===== config.mk =====
export PLATFORM = sky130hd
export DESIGN_NAME = lc3_mem_arbiter
export DESIGN_NICKNAME = d
export VERILOG_FILES = /design/src/rtl/lc3_mem_arbiter.sv
export SDC_FILE = /design/constraint.sdc
export NUM_CORES = 1
export LEC_CHECK = 0
export ABC_AREA = 0
export CAP_MARGIN = 20
export CORE_MARGIN = 2
export CORE_UTILIZATION = 37
export DETAILED_ROUTE_END_ITERATION = 16
export GPL_ROUTABILITY_DRIVEN = 0
export PLACE_DENSITY_LB_ADDON = 0.08
export SLEW_MARGIN = 20
export SYNTH_ARGS = -nofsm -noshare
export SYNTH_HDL_FRONTEND = slang
export SYNTH_SLANG_ARGS = --single-unit

===== constraint.sdc =====
create_clock -name clk -period 6 [get_ports clk]
set_clock_uncertainty 0.1 [all_clocks]
set_input_delay 1.2 -clock clk [delete_from_list [all_inputs] [get_ports clk]]
set_output_delay 1.2 -clock clk [all_outputs]
set_load 0.03 [all_outputs]

===== src/rtl/lc3_mem_arbiter.sv =====
// lc3_mem_arbiter
// Shares one single-ported RAM (1-cycle read latency, per-bit write mask)
// between the LC-3 instruction-fetch port and the load/store data port.
// At most one access is issued per cycle. The returned word is routed to the
// port that issued it, and one response is buffered if that port stalls.
//
// Handshakes: a request transfers when *_req_valid && *_req_ready in the same
// cycle. A response transfers when *_resp_valid && *_resp_ready. A valid
// request or response holds its payload until it is taken.
//
// Ports
//   clk, reset                        clock, synchronous active-high reset
//   f_req_valid/ready/addr            fetch read request
//   f_resp_valid/ready/rdata          fetch response
//   d_req_valid/ready/addr/wdata/
//     wmask/wen                       data load/store request
//   d_resp_valid/ready/rdata          data response (rdata = 0 for stores)
//   ram_rIdx/ram_rdata                RAM read index / data (next cycle)
//   ram_wIdx/wdata/wmask/wen          RAM write port
//   o_dbg_state                       FSM state (0 IDLE, 1 PEND, 2 HOLD)
module lc3_mem_arbiter #(
  parameter int ADDR_W     = 16,
  parameter int DATA_W     = 16,
  parameter int DATA_FIRST = 0
) (
  input  logic              clk,
  input  logic              reset,
  input  logic              f_req_valid,
  output logic              f_req_ready,
  input  logic [ADDR_W-1:0] f_req_addr,
  output logic              f_resp_valid,
  input  logic              f_resp_ready,
  output logic [DATA_W-1:0] f_resp_rdata,
  input  logic              d_req_valid,
  output logic              d_req_ready,
  input  logic [ADDR_W-1:0] d_req_addr,
  input  logic [DATA_W-1:0] d_req_wdata,
  input  logic [DATA_W-1:0] d_req_wmask,
  input  logic              d_req_wen,
  output logic              d_resp_valid,
  input  logic              d_resp_ready,
  output logic [DATA_W-1:0] d_resp_rdata,
  output logic [ADDR_W-1:0] ram_rIdx,
  input  logic [DATA_W-1:0] ram_rdata,
  output logic [ADDR_W-1:0] ram_wIdx,
  output logic [DATA_W-1:0] ram_wdata,
  output logic [DATA_W-1:0] ram_wmask,
  output logic              ram_wen,
  output logic [1:0]        o_dbg_state
);

  typedef enum logic [1:0] {
    S_IDLE = 2'd0,
    S_PEND = 2'd1,
    S_HOLD = 2'd2
  } state_t;

  localparam logic OWN_F = 1'b0;
  localparam logic OWN_D = 1'b1;

  state_t              r_state;
  state_t              w_next;
  logic                r_owner;
  logic                r_is_store;
  logic                r_last_grant;
  logic [DATA_W-1:0]   r_hold;
  logic [ADDR_W-1:0]   r_ridx;

  logic                w_owner_ready;
  logic                w_can_issue;
  logic                w_gnt_f;
  logic                w_gnt_d;
  logic                w_issue;
  logic                w_issue_store;
  logic [ADDR_W-1:0]   w_gnt_addr;
  logic                w_resp_valid;
  logic [DATA_W-1:0]   w_resp_data;

  assign o_dbg_state = r_state;

  // A new access may only go out when the slot it would overwrite is free:
  // either nothing is outstanding, or the current response completes now.
  assign w_owner_ready = (r_owner == OWN_D) ? d_resp_ready : f_resp_ready;
  assign w_can_issue   = (r_state == S_IDLE) ? 1'b1 : w_owner_ready;

  always_comb begin
    w_gnt_f = 1'b0;
    w_gnt_d = 1'b0;
    if (!reset && w_can_issue) begin
      if (f_req_valid && d_req_valid) begin
        // Round-robin: serve the port that did not win last time.
        if ((DATA_FIRST != 0) || (r_last_grant == OWN_F)) begin
          w_gnt_d = 1'b1;
        end else begin
          w_gnt_f = 1'b1;
        end
      end else begin
        w_gnt_f = f_req_valid;
        w_gnt_d = d_req_valid;
      end
    end
  end

  assign w_issue       = w_gnt_f | w_gnt_d;
  assign w_issue_store = w_gnt_d & d_req_wen;
  assign w_gnt_addr    = w_gnt_d ? d_req_addr : f_req_addr;

  assign f_req_ready = w_gnt_f;
  assign d_req_ready = w_gnt_d;

  // RAM side: the index tracks the last issued address when idle so the
  // RAM read port is not toggled needlessly.
  assign ram_rIdx  = reset ? '0 : (w_issue ? w_gnt_addr : r_ridx);
  assign ram_wIdx  = ram_rIdx;
  assign ram_wen   = w_issue_store;
  assign ram_wdata = w_issue_store ? d_req_wdata : '0;
  assign ram_wmask = w_issue_store ? d_req_wmask : '0;

  // Response side: in PEND the RAM word is forwarded combinationally; in
  // HOLD the captured copy is used. Stores always return zero.
  assign w_resp_valid = !reset && (r_state != S_IDLE);
  always_comb begin
    w_resp_data = '0;
    if (r_state == S_HOLD) begin
      w_resp_data = r_hold;
    end else if (!r_is_store) begin
      w_resp_data = ram_rdata;
    end
  end

  assign f_resp_valid = w_resp_valid && (r_owner == OWN_F);
  assign d_resp_valid = w_resp_valid && (r_owner == OWN_D);
  assign f_resp_rdata = f_resp_valid ? w_resp_data : '0;
  assign d_resp_rdata = d_resp_valid ? w_resp_data : '0;

  always_comb begin
    w_next = r_state;
    case (r_state)
      S_IDLE: begin
        if (w_issue) w_next = S_PEND;
      end
      S_PEND: begin
        if (w_owner_ready) begin
          w_next = w_issue ? S_PEND : S_IDLE;
        end else begin
          w_next = S_HOLD;
        end
      end
      S_HOLD: begin
        if (w_owner_ready) begin
          w_next = w_issue ? S_PEND : S_IDLE;
        end
      end
      default: w_next = S_IDLE;
    endcase
  end

  always_ff @(posedge clk) begin
    if (reset) begin
      r_state      <= S_IDLE;
      r_owner      <= OWN_F;
      r_is_store   <= 1'b0;
      r_last_grant <= OWN_F;
      r_hold       <= '0;
      r_ridx       <= '0;
    end else begin
      r_state <= w_next;
      if (w_issue) begin
        r_owner      <= w_gnt_d;
        r_is_store   <= w_issue_store;
        r_last_grant <= w_gnt_d;
        r_ridx       <= w_gnt_addr;
      end
      // RAM data is only valid for one cycle; keep it if the owner stalls.
      if ((r_state == S_PEND) && !w_owner_ready) begin
        r_hold <= r_is_store ? '0 : ram_rdata;
      end
    end
  end

endmodule

==> flow_summary.json <==
{
  "via_per_inst": 5.35,
  "mostFrequentLayoutCell": "clkdlybuf4s50_1",
  "avgRoutedWirePerCell_um": 15.5,
  "first_pass_iters": 4,
  "pin_count": 190,
  "start_util": 0.378,
  "slew_headroom": 0.293,
  "netlist_instances": 307,
  "status": "complete, no violations",
  "postCtsSetupBuffers": 0,
  "required_ns": 4.70,
  "path_common_cell": "clkdlybuf4s50_1",
  "worst_slew_pin_slew_ns": 1.06,
  "synth_nets": 394,
  "ctsResizeCount": 0,
  "cp_num_buf_inv": 4,
  "critPathKind": "primary input to output pin",
  "drive_gt1_frac": 0.141,
  "ys_ff_latch": 36,
  "cts_tree": "built",
  "final-hold-violation-count": 0,
  "dp.cells": 532,
  "hold_path_class": "flip-flop to flip-flop",
  "fin_setup_tns_ns": 0,
  "grt_pass1_wl_mm": 12.6,
  "clk_pin_slew_worst_paths_ns": 0.07,
  "grt_pass1_vias": 2680,
  "die_w_um": 86.6,
  "final_area_um2": 4350,
  "cts_hold_buffers": 0,
  "startpoint_type": "primary input",
  "critical_path.max_fanout": 19,
  "nNetsFinal": 546,
  "end_kind": "output pin",
  "port_buffers": 189,
  "cts_buffer_depth": 2,
  "regArea_um2": 721,
  "worstSkewPairLatency_ns": 0.28,
  "rsz0062_at_grt": "false",
  "diodes": 0,
  "rows": 30,
  "cts_buffers": 5,
  "drcViolationCount": 0,
  "powerDensity_nw_per_um2": 187,
  "slowest_stage": "clkdlybuf4s50_1",
  "antenna_found_initial": 0,
  "drv_slew": 0,
  "p_leak_nw": 1.70,
  "routed_wl_mm": 8.35,
  "multi_input_area_um2": 1500,
  "power_uw": 814,
  "grt_overflow": 0,
  "worst_slack_ns": 1.05,
  "core_area_um2": 6680,
  "post-route-min-period_ns": 4.95,
  "setup_violations": 0,
  "post-place-ws_ns": 1.06,
  "synth.avg_cell_area_um2": 8.22,
  "syn_area_um2": 2520,
  "peakVddDrop_mv": 0.127,
  "dp_hpwl_mm": 6.23,
  "via_count": 2889,
  "root_buffer": "clkbuf_8",
  "ys_types": 30,
  "cts-htree-levels": 2,
  "cap_viol_max_count": 0,
  "cpPeakStageDelay_ns": 0.77,
  "dr.first_iter.drc_count": 165,
  "cp_top_family": "buffers and inverters",
  "path_cells": "clkdlybuf4s50_1 -> clkinv_1 -> nand4_1 -> buf_4 -> nor2_1 -> clkdlybuf4s50_1",
  "synth_warnings": 0,
  "most-common-layout-cells": "clkdlybuf4s50_1 (157), dfxtp_1 (36), nor2_1 (35), buf_4 (33), nor3b_1 (32)",
  "finalCritPeriodShare": 0.825,
  "nFillCells": 605,
  "synth-seq-area-share": 0.286,
  "fp.dieArea_um2": 7490,
  "grt_use_total": 0.209,
  "final_antenna_net_count": 0,
  "dpl_cell_area_um2": 4260,
  "layout.cells.non_filler": 540,
  "grt_max_degree": 39,
  "cts.sinks": 36,
  "fmax_mhz": 202,
  "area_delta_synth_final_pct": 72.4,
  "cp.arrival_ns": 3.65,
  "dieHeight_um": 86.6
}
==> worst min-delay path: stages, from the launching register on <==
cell	delay (ns)
dfxtp_1	0.31
o21ai_0	0.07
a21oi_1	0.06
==> cell families after synthesis <==
| logic type | count (synthesis) | synth area share |
|---|---|---|
| buffers and inverters | 55 | 0.121 |
| AO/OA/AOI/OAI | 73 | 0.238 |
| multiplexers | 18 | 0.0734 |
| AND/OR/NAND/NOR | 125 | 0.282 |
| flip-flops | 36 | 0.286 |
==> state kept, by name, summed over array words and instances, names as in the netlist <==
| name | flops |
|---|---|
| o_dbg_state | 2 |
| r_hold | 16 |
| r_is_store | 1 |
| r_last_grant | 1 |
| r_ridx | 16 |
==> cells in the mapped netlist, drive strengths merged <==
| library cell | number | area share |
|---|---|---|
| a211oi | 3 | 0.0089 |
| a21oi | 16 | 0.032 |
| buf | 29 | 0.082 |
| clkbuf | 21 | 0.031 |
| clkinv | 1 | 0.0015 |
| dfxtp | 36 | 0.29 |
| inv | 4 | 0.0060 |
| mux2 | 1 | 0.0060 |
| mux2i | 17 | 0.067 |
| nand2 | 1 | 0.0015 |
| nand2b | 2 | 0.0050 |
| nand3 | 16 | 0.032 |
| nand4 | 1 | 0.0025 |
| nor2 | 37 | 0.057 |
| nor2b | 18 | 0.045 |
| nor3b | 32 | 0.095 |
| o211a | 1 | 0.0040 |
| o211ai | 1 | 0.0084 |
| o21ai | 17 | 0.034 |
| o221a | 16 | 0.071 |
| o221ai | 1 | 0.010 |
| o22ai | 1 | 0.0025 |
| o2bb2ai | 1 | 0.0035 |
| o311a | 16 | 0.063 |
| or3 | 18 | 0.045 |
==> cell type report <==
class                      count  share of cell area
sequential                    36               0.166
tap                           80              0.0230
inverter                       5             0.00432
clock buffer                   8              0.0207
timing repair buffer         195               0.441
multi-input combinational    216               0.345
==> final timing paths <==
path              depth (start not counted)           start   endpoint  slack [ns]
hold reg to reg                           2       r_hold[1]  r_hold[1]        0.38
setup reg to reg                          3  o_dbg_state[1]  r_ridx[0]        3.80
setup / recovery                          6           reset    ram_wen        1.05
hold / removal                            2       r_hold[1]  r_hold[1]        0.38
==> metal layers <==
metal | global-route usage | routed length [um] | vias up
met5 | 0 | 0 | -
met4 | 0.0526 | 97 | 0
met3 | 0.0457 | 565 | 8
met2 | 0.378 | 4130 | 117
met1 | 0.251 | 3550 | 1351
li1 | - | - | 1413
==> power by group <==
part           internal [mW]  switching [mW]
Combinational          0.169           0.195
Clock                 0.0937          0.0835
Sequential             0.259          0.0136
Total                  0.522           0.292
==> per-stage QoR <==
step	hold WS, ns	utilization
global placement	0.360	0.637
global route	0.409	0.651
CTS	0.380	0.651
finish	0.383	0.651
detailed placement	0.370	0.637
floorplan	0.353	-
Power figures use the tool's default switching activity.
==> patch (config.mk and constraints unchanged) <==
Set the parameter `DATA_FIRST` to 1 (it was 0).
--- a/src/rtl/lc3_mem_arbiter.sv
+++ b/src/rtl/lc3_mem_arbiter.sv
@@ -22,5 +22,5 @@
   parameter int ADDR_W     = 16,
   parameter int DATA_W     = 16,
-  parameter int DATA_FIRST = 0
+  parameter int DATA_FIRST = 1
 ) (
   input  logic              clk,
Behaviour: not the same (Yosys sat finds a counterexample within 4 cycles, from zero or initial values and one cycle with reset high).
==> patch against the unedited design <==
Fmax is 4.4% lower; setup slack lost 0.23 ns; synthesized area shrank 8.3%; total power shrank 7.7%; non-clock buffer count down 2; sequential cell count stayed put; wire length increased by 0.73%; final area down 4.4%; hold slack worse by 0.0066 ns.
==> patch: results (changes against the unedited design) <==
The flow ran to the end, and the final reports show no timing, DRC or antenna violations. The tools report the terminating pin of the worst hold path as r_hold[0]$_SDFFE_PP0P_ (was r_hold[1]$_SDFFE_PP0P_). The delay of the slowest critical-path stage came out at 0.81 ns (was 0.77 ns). The critical register-to-register path endpoint was r_ridx[14]$_DFF_P_ (was r_ridx[0]$_DFF_P_). The detailed-route wire length came out at 8410 um (was 8350 um). The via count normalized by instance count works out to 5.12 (was 5.35). Most common library cells after synthesis: 36 x sky130_fd_sc_hd__dfxtp_1, 33 x sky130_fd_sc_hd__and2_1, 33 x sky130_fd_sc_hd__nor2_1 (was 36 x sky130_fd_sc_hd__dfxtp_1, 35 x sky130_fd_sc_hd__nor2_1, 32 x sky130_fd_sc_hd__nor3b_1).

The total number of vias is 2725 (was 2889). The worst hold path startpoint was r_hold[0]$_SDFFE_PP0P_ (was r_hold[1]$_SDFFE_PP0P_). The tools report the cell count after synthesis as 299 (was 307). The fraction of layout cells with a size suffix above 1 is 3.72% (was 14.1%), and the worst hold-check slack is 0.376 ns (was 0.383 ns). The tools report the slack of the worst reg-to-reg path as 3.77 ns (was 3.80 ns). Number of signal-net inverters in the final layout: 20 (was 5). The mux contribution to synthesized area was 8.00% (was 7.34%); the net count of the mapped netlist was 386 (was 394). The arrival time of the worst setup path is 3.88 ns (was 3.65 ns), and the overall routing resource usage is 23.7% (was 20.9%). The tools report the launching element of the worst setup path as f_resp_ready (was reset). First-iteration detailed-routing DRC count: 181 (was 165).

The tools report the number of nets in the finished design as 543 (was 546). Number of filler instances in the final layout: 525 (was 605). Global-route wire length before repair: 13700 um (was 12600 um). The sequential fraction of the synthesis area was 31.2% (was 28.6%). Maximum VDD drop: 169 uV (was 127 uV). Launch point of the worst reg-to-reg path: r_owner$_SDFFE_PP0N_ (was o_dbg_state[1]$_SDFFE_PP0P_). The leakage power total is 1.60 nW (was 1.70 nW), and the non-clock buffer share of cell area is 46.2% (was 44.1%). The logs give 2310 um^2 (was 2520 um^2) for the summed instance area of the synthesized netlist and 69.4% (was 65.1%) for the post-route core utilization. Count of distinct cell types in the synthesized netlist: 33 (was 30).
patch: how the worst max path moves through the flow:
stage | slack [ns] | endpoint
final | 0.82 | ram_wIdx[14]
after floorplan | 1.29 | ram_wIdx[14]
after detailed placement | 0.81 | ram_wIdx[14]
after global placement | 0.90 | ram_wIdx[2]
after global routing | 0.67 | ram_wIdx[14]
after CTS | 0.80 | ram_wIdx[14]
patch: routing by layer:
layer  wire length (um)  track usage, %  vias to the layer above
met1               3610            30.1                     1270
met4                104            5.37                        0
met3                482            5.07                        9
met2               4210            41.2                      125
met5                  0               0                        -
li1                   -               -                     1321
patch: power groups by stage:
stage               clock (mW)  combinational [mW]  sequential (mW)
floorplan                    0               0.182            0.270
global placement             0               0.302            0.271
detailed placement           0               0.306            0.272
CTS                      0.184               0.307            0.267
global route             0.196               0.325            0.269
finish                   0.179               0.305            0.267
patch: tightest hold or removal path, delay by kind of cell (launching register included):
family          cells  cell delay [ns]
flops               1             0.31
compound gates      2             0.12
